$ cat src/rtl/pe_conv_pkg.sv
// Shared pe_conv definitions: window geometry and buffer FSM states.
// Used by both the input buffer and the output MAC buffer.
package pe_conv_pkg;

    localparam int unsigned PIXELS_PER_WINDOW = 9;
    localparam int unsigned PIXEL_IDX_W       = 4;

    typedef enum logic {
        StFill,
        StFull
    } buf_state_e;

endpackage

$ cat src/rtl/pe_conv_mac_buffer_out_conv1_if.sv
// Sample-in / packed-window-out handshake bundle for the conv1 output buffer.
interface pe_conv_mac_buffer_out_conv1_if #(
    parameter int unsigned pDATA_WIDTH  = 8,
    parameter int unsigned pKERNEL_SIZE = 3
);
    import pe_conv_pkg::*;

    logic                                              en;
    logic [pDATA_WIDTH-1:0]                            data_in;
    logic                                              ready;
    logic [pDATA_WIDTH*pKERNEL_SIZE*pKERNEL_SIZE-1:0]  data_out;
    logic [PIXEL_IDX_W-1:0]                            pixel;
    logic                                              valid;
    logic                                              overflow;

    modport master (
        output en, data_in, ready,
        input  data_out, pixel, valid, overflow
    );

    modport slave (
        input  en, data_in, ready,
        output data_out, pixel, valid, overflow
    );

endinterface

$ cat src/rtl/pe_conv_mac_buffer_out_ctrl.sv
// Fill/full FSM, pixel counter and sticky overflow; emits one-hot slot write enables.
module pe_conv_mac_buffer_out_ctrl
    import pe_conv_pkg::*;
(
    input  logic                         clk,
    input  logic                         rst,
    input  logic                         en_i,
    input  logic                         ready_i,
    output logic [PIXEL_IDX_W-1:0]       pixel_o,
    output logic                         valid_o,
    output logic                         overflow_o,
    output logic [PIXELS_PER_WINDOW-1:0] slot_we_o
);

    localparam logic [PIXEL_IDX_W-1:0] LastIdx = PIXEL_IDX_W'(PIXELS_PER_WINDOW - 1);

    buf_state_e             state_q, state_d;
    logic [PIXEL_IDX_W-1:0] pixel_q, pixel_d;
    logic                   overflow_q, overflow_d;

    always_ff @(posedge clk) begin
        if (rst) begin
            state_q    <= StFill;
            pixel_q    <= '0;
            overflow_q <= 1'b0;
        end else begin
            state_q    <= state_d;
            pixel_q    <= pixel_d;
            overflow_q <= overflow_d;
        end
    end

    always_comb begin
        state_d    = state_q;
        pixel_d    = pixel_q;
        overflow_d = overflow_q;
        slot_we_o  = '0;
        case (state_q)
            StFill: begin
                if (en_i) begin
                    for (int i = 0; i < int'(PIXELS_PER_WINDOW); i++) begin
                        if (pixel_q == PIXEL_IDX_W'(i)) slot_we_o[i] = 1'b1;
                    end
                    if (pixel_q == LastIdx) begin
                        pixel_d = '0;
                        state_d = StFull;
                    end else begin
                        pixel_d = pixel_q + PIXEL_IDX_W'(1);
                    end
                end
            end
            StFull: begin
                if (ready_i) begin
                    // A sample arriving on the handshake edge starts the next window.
                    state_d = StFill;
                    if (en_i) begin
                        slot_we_o[0] = 1'b1;
                        pixel_d      = PIXEL_IDX_W'(1);
                    end else begin
                        pixel_d      = '0;
                    end
                end else if (en_i) begin
                    overflow_d = 1'b1;
                end
            end
        endcase
    end

    assign pixel_o    = pixel_q;
    assign valid_o    = (state_q == StFull);
    assign overflow_o = overflow_q;

endmodule

$ cat src/rtl/pe_conv_mac_buffer_out_conv1.sv
// conv1 output window buffer: packs nine samples into one 72-bit window with ready/valid.
module pe_conv_mac_buffer_out_conv1
    import pe_conv_pkg::*;
#(
    parameter int unsigned pDATA_WIDTH  = 8,
    parameter int unsigned pKERNEL_SIZE = 3
) (
    input  logic                            clk,
    input  logic                            rst,
    pe_conv_mac_buffer_out_conv1_if.slave   bus
);

    localparam int unsigned NumPix = pKERNEL_SIZE * pKERNEL_SIZE;

    logic [PIXELS_PER_WINDOW-1:0] slot_we;
    logic [pDATA_WIDTH-1:0]       slot_q [NumPix];

    pe_conv_mac_buffer_out_ctrl u_ctrl (
        .clk        (clk),
        .rst        (rst),
        .en_i       (bus.en),
        .ready_i    (bus.ready),
        .pixel_o    (bus.pixel),
        .valid_o    (bus.valid),
        .overflow_o (bus.overflow),
        .slot_we_o  (slot_we)
    );

    always_ff @(posedge clk) begin
        if (rst) begin
            for (int i = 0; i < int'(NumPix); i++) slot_q[i] <= '0;
        end else begin
            for (int i = 0; i < int'(NumPix); i++) begin
                if (slot_we[i]) slot_q[i] <= bus.data_in;
            end
        end
    end

    always_comb begin
        bus.data_out = '0;
        for (int i = 0; i < int'(NumPix); i++) begin
            bus.data_out[i*pDATA_WIDTH +: pDATA_WIDTH] = slot_q[i];
        end
    end

endmodule

$ cat src/flat_wrapper.sv
// flat-port wrapper written by rule: the top's interface ports become plain ports
module pe_conv_mac_buffer_out_conv1_flat import pe_conv_pkg::*;
#(
    parameter int unsigned pDATA_WIDTH  = 8,
    parameter int unsigned pKERNEL_SIZE = 3
)
  (clk, rst, bus_en, bus_data_in, bus_ready, bus_data_out, bus_pixel, bus_valid, bus_overflow);
  pe_conv_mac_buffer_out_conv1_if #(.pDATA_WIDTH(pDATA_WIDTH), .pKERNEL_SIZE(pKERNEL_SIZE)) bus_i ();
  input  logic clk;
  input  logic rst;
  input wire logic [$bits(bus_i.en)-1:0] bus_en;
  input wire logic [$bits(bus_i.data_in)-1:0] bus_data_in;
  input wire logic [$bits(bus_i.ready)-1:0] bus_ready;
  output wire logic [$bits(bus_i.data_out)-1:0] bus_data_out;
  output wire logic [$bits(bus_i.pixel)-1:0] bus_pixel;
  output wire logic [$bits(bus_i.valid)-1:0] bus_valid;
  output wire logic [$bits(bus_i.overflow)-1:0] bus_overflow;
  assign bus_i.en = bus_en;
  assign bus_i.data_in = bus_data_in;
  assign bus_i.ready = bus_ready;
  assign bus_data_out = bus_i.data_out;
  assign bus_pixel = bus_i.pixel;
  assign bus_valid = bus_i.valid;
  assign bus_overflow = bus_i.overflow;
  pe_conv_mac_buffer_out_conv1 #(.pDATA_WIDTH(pDATA_WIDTH), .pKERNEL_SIZE(pKERNEL_SIZE)) u_core (.clk(clk), .rst(rst), .bus(bus_i));
endmodule
$ cat config.mk
export PLATFORM = sky130hd
export DESIGN_NAME = pe_conv_mac_buffer_out_conv1_flat
export DESIGN_NICKNAME = d
export VERILOG_FILES = /design/src/rtl/pe_conv_pkg.sv /design/src/rtl/pe_conv_mac_buffer_out_conv1_if.sv /design/src/rtl/pe_conv_mac_buffer_out_ctrl.sv /design/src/rtl/pe_conv_mac_buffer_out_conv1.sv /design/src/flat_wrapper.sv
export SDC_FILE = /design/constraint.sdc
export NUM_CORES = 1
export LEC_CHECK = 0
export CORE_AREA = 8 8 88 90
export DETAILED_ROUTE_END_ITERATION = 12
export DIE_AREA = 0 0 96 98
export PLACE_DENSITY = 0.76
export SETUP_SLACK_MARGIN = 0.02
export SLEW_MARGIN = 20
export SYNTH_ARGS = -nofsm -noshare
export SYNTH_HDL_FRONTEND = slang
export SYNTH_SLANG_ARGS = --single-unit
$ cat constraint.sdc
create_clock -name clk -period 2 [get_ports clk]
set_input_delay 0.4 -clock clk [delete_from_list [all_inputs] [get_ports clk]]
set_output_delay 0.4 -clock clk [all_outputs]
set_load 0.005 [all_outputs]
# Word-level counts from Yosys, hierarchy flattened
# Memories as Yosys holds them, arrays and structs flattened.
# Cells that the tools add are included.
# totals
ff_bits	6
ram_bits	72
n_memories	1
output_inout_bits	78
# memory_table
name	depth	word_bits	rd	rd_clocked_by_memory_dff	write_ports	line_no	text
u_core.slot_q	9	8	9	0	9	pe_conv_mac_buffer_out_conv1.sv:16	logic [pDATA_WIDTH-1:0] slot_q [NumPix];
# op_classes
bitwise	11
reduce_logical	3
add_sub_neg	1
mux	60
n_eq_ne	10
# op_table
op	n
$mux 8	10
$mux 1	43
$eq 4x3->1 const B	4
$mux 4	3
$mux 9	1
$or 1x1->1	9
$eq 4x2->1 const B	2
$pmux 4 s2	1
$add 4x1->4 const B	1
$eq 4x1->1 const B	1
$eq 4x4->1 const B	1
$logic_not 4->1	1
$ne 2x2->1 const B	2
$pmux 1 s2	2
$reduce_and 3->1	1
$not 1->1	2
$reduce_and 2->1	1

# Logic depth before layout (Yosys ltp)
# Gate-level depths: netlist (run 1).
# logic_depth
word_depth	8
ltp_mapped	5
ltp_nobuf	5

# Hierarchy
# From an unflattened synthesis (run 1), not the netlist that was laid out.
# hier_totals
cells_unflattened	148
hier_area_um2	2786.4
# by_module_without_submodules
module	seq_area_each_um2	cells_each	area_each_um2	n_inst
pe_conv_mac_buffer_out_conv1	2162.1	101	2358.5	1
pe_conv_mac_buffer_out_ctrl	120.1	47	427.9	1

# Least setup slack after synthesis (run 1)
# No wires, ideal clock.
# synth_path
kind	register to register
startpoint	register u_core.u_ctrl.pixel_q[0], in the netlist u_core.u_ctrl.pixel_o[0]
endpoint	memory u_core.slot_q[0][0], data pin
slack_ps	114
setup_time_ps	306
arrival_time_ps	1580
path_buffers	0
required_time_ps	1694
path_stages_with_launch	6
path_cell_list	dfxtp_1 -> inv_1 -> ha_1 -> or3_4 -> a32oi_4 -> a21boi_1
# synth_lines
element	line_no	text
from (decl)	pe_conv_mac_buffer_out_ctrl.sv:18	logic [PIXEL_IDX_W-1:0] pixel_q, pixel_d;
from (signal assigned)	pe_conv_mac_buffer_out_ctrl.sv:28	pixel_q <= pixel_d;
to (decl)	pe_conv_mac_buffer_out_conv1.sv:16	

==> metrics.cfg, run 1 <==
[grt]
grt_pass1_wl_um=10200
grt.total_usage_pct=14.8
grt_max_degree=15
grt_pass1_vias=1805
antenna_found_initial=0
gr-total-overflow=0

[drt]
routed_wirelength_um=6940
via_per_inst=4.88
ant_nets=0
vias=1748
drc=0
drtIter0Drc=109
wl_per_cell_um=19.4
firstDrtPassIters=4

[synth]
netlist_instances=140
synth_fp_nets=156
avgSynthCellArea_sq_um=19.6
yosys_warnings=0
yosysTopAreaCell=edfxtp_1
yosysSeqAreaShare_pct=83.1
synth_area_sq_um=2750
yosysTopAreaCellShare_pct=78.7
synth_edf_count=72
ys.flop_type=edfxtp_1
yosys_register_bits=78
synthTopCellsByArea=edfxtp_1 (79%), dfxtp_1 (4.4%), a21boi_1 (2.2%)
async_reset_ff_share_pct=0
synth.distinct_cells=35

[clock_network]
cts_tree=built
ctsHoldBuffers=0
clk_latency_ps=340
cts_num_sinks=78
clockRootBuffer=clkbuf_8
clockBufferDepth=2
cts_inserted_buffers=9
clkSlewWorstSetupHoldPaths_ps=80
htreeDepth=3

[die]
core_sq_um=6490
die_w_um=96
io_pins=90
initial_core_util_pct=42.3
die_height_um=98
num_rows=30
die-area_sq_um=9410

[pwr]
vdd_drop_max_mv=0.510
p_leak_nw=1.64
p_per_area_nw_per_um2=827
totalPowerFinal_mw=3.61

[worst_setup_path]
timing.rr.end=u_core.slot_q[0][20]$_DFFE_PP_
worstSetupStartpointType=register
rrSetupSlack_ps=70
critPathCaptureType=register
rr_worst_depth=7
cpPeakStageDelay_ps=380
critical_path.cell_chain=inv_1 -> ha_1 -> or3_4 -> a32oi_4 -> buf_12 -> a21boi_1 -> buf_4
slowest_stage=or3_4
cp.required_ps=2080
arrival_ps=2000
cp_max_fo=9
rr_startpoint=u_core.u_ctrl.pixel_o[0]$_SDFFE_PP0P_
worstSetupPathType=register to register

[timing]
fmax_ghz=0.519
hold_viol_final=0
tightest_slew_ps=489
fin_crit_sh_pct=96.3
setup_viol=0
skew_ps=10.5
relSlewSlack_pct=67.2
hold_slack_ps=496
period_needed_ps=1930
slew_viol_final=0
rsz0062_at_grt=true

[layout]
drive_above_1_share_pct=24.5
n_antenna_cell=0
final_common_cell=clkdlybuf4s50_1
stdcell_count=358
nets=289
area_growth_pct=58.7
final_cell_mix=clkdlybuf4s50_1 (89), edfxtp_1 (72), buf_4 (27), clkbuf_8 (9), buf_12 (9)
final_util_pct=67.1

[place]
dpl.hpwl_um=4960
placed_cells=335
place.gp.congestion=0.835
numPortBuffers=89

[status]
status=completed

[min_path]
hold_class=register to register
hp-start=u_core.u_ctrl.overflow_o$_SDFFE_PP0P_
worstHoldPathCells=2
hold_end=u_core.u_ctrl.overflow_o$_SDFFE_PP0P_

[flow_run]
max-cap-violations=0

per-layer routing:
metal  GRT usage [%]  part of all wire [%]  vias to the layer above
li1                -                     -                      812
met1            16.5                    39                      840
met2            25.0                    50                       86
met3            4.30                   8.9                       10
met4            6.51                   2.0                        0
met5               0                     0                        -
metrics by stage:
stage                     worst slack (ps)  area [sq um]  setup TNS [ps]
after floorplan                        114          2750               0
after global placement                -346          4020          -14460
after detailed placement              -463          4020          -19800
after CTS                            -26.8          4300            -222
after global routing                 -3.81          4360           -12.7
final                                 73.9          4360               0
layout make-up:
type / count / area [sq um]
Sequential cell: 78 / 2280
Clock inverter: 7 / 72.6
Fill cell: 430 / 2130
Clock buffer: 9 / 124
Timing Repair Buffer: 125 / 1270
Inverter: 4 / 15.0
Multi-Input combinational cell: 55 / 489
Tap cell: 80 / 100
worst max-delay path by stage:
stage / startpoint / endpoint / slack (ps) / depth (start not counted)
6_report: u_core.u_ctrl.pixel_o[0]$_SDFFE_PP0P_ / u_core.slot_q[0][20]$_DFFE_PP_ / 70 / 7
5_1_grt: u_core.u_ctrl.pixel_o[0]$_SDFFE_PP0P_ / u_core.slot_q[0][58]$_DFFE_PP_ / -4 / 7
4_1_cts: u_core.u_ctrl.pixel_o[0]$_SDFFE_PP0P_ / u_core.slot_q[0][16]$_DFFE_PP_ / -30 / 5
3_5_place_dp: bus_ready / u_core.slot_q[0][57]$_DFFE_PP_ / -460 / 5
3_3_place_gp: rst / u_core.slot_q[0][16]$_DFFE_PP_ / -350 / 4
2_1_floorplan: u_core.u_ctrl.pixel_o[0]$_SDFFE_PP0P_ / u_core.slot_q[0][0]$_DFFE_PP_ / 110 / 5
sequential cells by signal, summed over array words and instances (netlist names):
name                      flops
u_core.slot_q                72
u_core.u_ctrl.pixel_o         4
u_core.u_ctrl.valid_o         1
u_core.u_ctrl.overflow_o      1
report_power, final:
part | internal, mW | total (mW) | switching (mW) | leakage, nW
clock | 0.578 | 1.14 | 0.561 | 0.0956
combinational | 0.311 | 0.512 | 0.201 | 0.757
sequential | 1.92 | 1.96 | 0.0383 | 0.793
Yosys cell counts, types with 2 or more instances:
library cell  number
a21boi_1           8
a21o_1             6
a21oi_1            2
a31oi_1            2
buf_2              2
dfxtp_1            6
edfxtp_1          72
ha_1               4
inv_1              4
nand2_1            3
nor2_1             4
nor3b_1            2
o21ai_0            3
kinds of logic (layout without fill, tap and decap cells):
group,after synthesis,after routing,synth area share [%]
AO/OA/AOI/OAI,28,28,8.06
XOR/XNOR,1,1,0.319
adder cells (fa/ha/maj),4,4,1.82
buffers and inverters,7,145,1.05
flip-flops,78,78,83.1
multiplexers,1,1,0.364
AND/OR/NAND/NOR,21,21,5.28
critical path: cells and delay by family, from the launching register on:
kind                       cells  cell delay (ps)
DFF                            1              360
and+or+nand+nor                1              380
adders and majority gates      1              220
buffers and inverters          3              430
AOI/OAI and AO/OA              2              270
what timing repair did:
item | 4_1_cts | 5_1_grt
hold endpoints to repair | 0 | 0
gates resized for setup | 7 | 5
setup endpoints to repair | 72 | 73
pin swaps | 3 | 1
gates cloned | 0 | 0
buffers inserted | 4 | 3
Power figures use the tool's default switching activity.
==> run 2, diff against run 1 <==
Settings changed: CORE_AREA 8 8 88 90 to 8 8 65 122, DIE_AREA 0 0 96 98 to 0 0 73 130.
==> metrics.cfg, run 2 (synthesized netlist as in run 1, its figures left out) <==
[status]
status=completed

[worst_setup_path]
timing.rr.end=u_core.slot_q[0][6]$_DFFE_PP_
path_delay_family=buffers and inverters
worstSetupPathType=register to register
cp_max_fo=9  ; unchanged
worstSetupPathDepth=7  ; unchanged
crit_buf_inv=3  ; unchanged
crit_end=u_core.slot_q[0][6]$_DFFE_PP_
rr_worst_depth=7  ; unchanged
rrSetupSlack_ps=60  ; -20 ps
arrival_ps=2010  ; about the same
cp.required_ps=2070  ; about the same
critical_path.cell_chain=inv_1 -> ha_1 -> or3_4 -> a32oi_4 -> buf_6 -> a21boi_1 -> buf_4
slowest_stage=dfxtp_4
rr_startpoint=u_core.u_ctrl.pixel_o[1]$_SDFFE_PP0P_
worstSetupStartpointType=register
cpPeakStageDelay_ps=370  ; about the same
crit_start=u_core.u_ctrl.pixel_o[1]$_SDFFE_PP0P_
critPathCaptureType=register

[min_path]
hold_class=register to register
hp-start=u_core.u_ctrl.overflow_o$_SDFFE_PP0P_

[timing]
fmax_ghz=0.515  ; -0.82%
slew_viol_final=0  ; unchanged
period_needed_ps=1940  ; +15.9 ps
hold_slack_ps=495  ; -1.72 ps
fin_tns_setup_ps=0  ; unchanged
skew_ps=6.22  ; -4.32 ps
fin_ws_ps=58.0  ; -15.9 ps
tightest_slew_ps=389  ; -101 ps
fin_crit_sh_pct=97.1  ; +0.80 points
hold_viol_final=0  ; unchanged
setup_viol=0  ; unchanged
relSlewSlack_pct=74.1  ; +6.9 points
rsz0062_at_grt=true

[die]
core_sq_um=6310  ; -2.8%
initial_core_util_pct=43.5  ; +1.2 points
die_height_um=130  ; +33%
num_rows=41  ; +37%
die_w_um=73  ; -24%
die-area_sq_um=9490  ; +0.87%
io_pins=90  ; unchanged

[drt]
firstDrtPassIters=5  ; +1
wl_per_cell_um=19.6  ; +1.2%
drtIter0Drc=112  ; +2.8%
vias=1753  ; +0.29%
ant_nets=0  ; unchanged
via_per_inst=4.86  ; -0.55%
drc=0  ; unchanged
routed_wirelength_um=7090  ; +2.0%

[layout]
final_cell_mix=clkdlybuf4s50_1 (89), edfxtp_1 (72), buf_4 (28), clkbuf_16 (9), a21boi_1 (8)
drive_above_1_share_pct=21.8  ; -2.6 points
regMostFlops=u_core.slot_q
final_common_cell=clkdlybuf4s50_1
largest_reg_flops=72  ; unchanged
final_util_pct=69.3  ; +2.2 points
area_growth_pct=59.3
nets=286  ; -1.0%
stdcell_count=361  ; +0.84%
fin_area_sq_um=4370  ; +0.34%
nFillCells=428  ; -0.47%
n_antenna_cell=0  ; unchanged

[grt]
antenna_found_initial=0  ; unchanged
grt_max_degree=14  ; -1
gr-total-overflow=0  ; unchanged
grt_pass1_vias=1817  ; +0.66%
grt.total_usage_pct=15.2  ; +0.40 points
grt_pass1_wl_um=10100  ; -1.4%

[flow_run]
max-cap-violations=0  ; unchanged

[place]
placed_cell_area_sq_um=4000  ; -0.44%
place.gp.congestion=0.842  ; +0.78%
pre_cts_slack_ps=-70.6  ; +392 ps
placed_cells=341  ; +1.8%
numPortBuffers=89  ; unchanged
dpl.hpwl_um=5310  ; +7.0%

[clock_network]
htreeDepth=3  ; unchanged
cts_num_sinks=78  ; unchanged
cts_inserted_buffers=9  ; unchanged
clk_latency_ps=330  ; about the same
clockBufferDepth=2  ; unchanged
ctsHoldBuffers=0  ; unchanged
clockRootBuffer=clkbuf_16
clkSlewWorstSetupHoldPaths_ps=60  ; -20 ps
cts_tree=built

[pwr]
vdd_drop_max_mv=0.612  ; +20%
p_per_area_nw_per_um2=951  ; +15%
totalPowerFinal_mw=4.16  ; +15%
p_leak_nw=1.66  ; +0.91%

-- run 2: metal layers --
| layer | vias to the layer above | track usage (%) | routed length [um] |
|---|---|---|---|
| li1 | 806 | - | - |
| met3 | 14 | 5.00 | 375 |
| met2 | 67 | 29.9 | 4250 |
| met1 | 866 | 12.4 | 2280 |
| met5 | - | 0 | 0 |
| met4 | 0 | 7.60 | 183 |
-- run 2: worst min path at each step --
stage / endpoint / slack [ps] / cells past startpoint
after floorplan: u_core.u_ctrl.overflow_o$_SDFFE_PP0P_ / 460 / 2
after global placement: u_core.u_ctrl.overflow_o$_SDFFE_PP0P_ / 460 / 2
after detailed placement: u_core.u_ctrl.overflow_o$_SDFFE_PP0P_ / 480 / 2
after CTS: u_core.u_ctrl.overflow_o$_SDFFE_PP0P_ / 510 / 2
after global routing: u_core.u_ctrl.overflow_o$_SDFFE_PP0P_ / 550 / 2
final: u_core.u_ctrl.overflow_o$_SDFFE_PP0P_ / 490 / 2
-- run 2: final cells by class --
cell class	count	area, sq um	share of cell area, %
clock buffers	11	243	5.55
clock inverters	5	81.3	1.86
inverters	4	15.0	0.343
multi-input cells	55	445	10.2
flip-flops and latches	78	2290	52.3
well taps	86	108	2.46
repair buffers	122	1190	27.3
-- run 2: repair_timing --
item / CTS / global route
pin swaps: 2 / 2
setup endpoints to repair: 80 / 72
gates cloned: 0 / 1
resized for setup: 2 / 9
buffers inserted: 1 / 2
-- run 2: worst min-delay path: cells and delay by family (launching register included) --
| kind | cells | cell delay [ps] |
|---|---|---|
| flops | 1 | 330 |
| simple gates | 1 | 80 |
| compound gates | 1 | 40 |
-- run 2: report_power, final --
part | internal, mW | total [mW] | switching, mW
sequential | 1.92 | 1.96 | 0.0409
combinational | 0.291 | 0.480 | 0.189
clock | 1.13 | 1.72 | 0.590
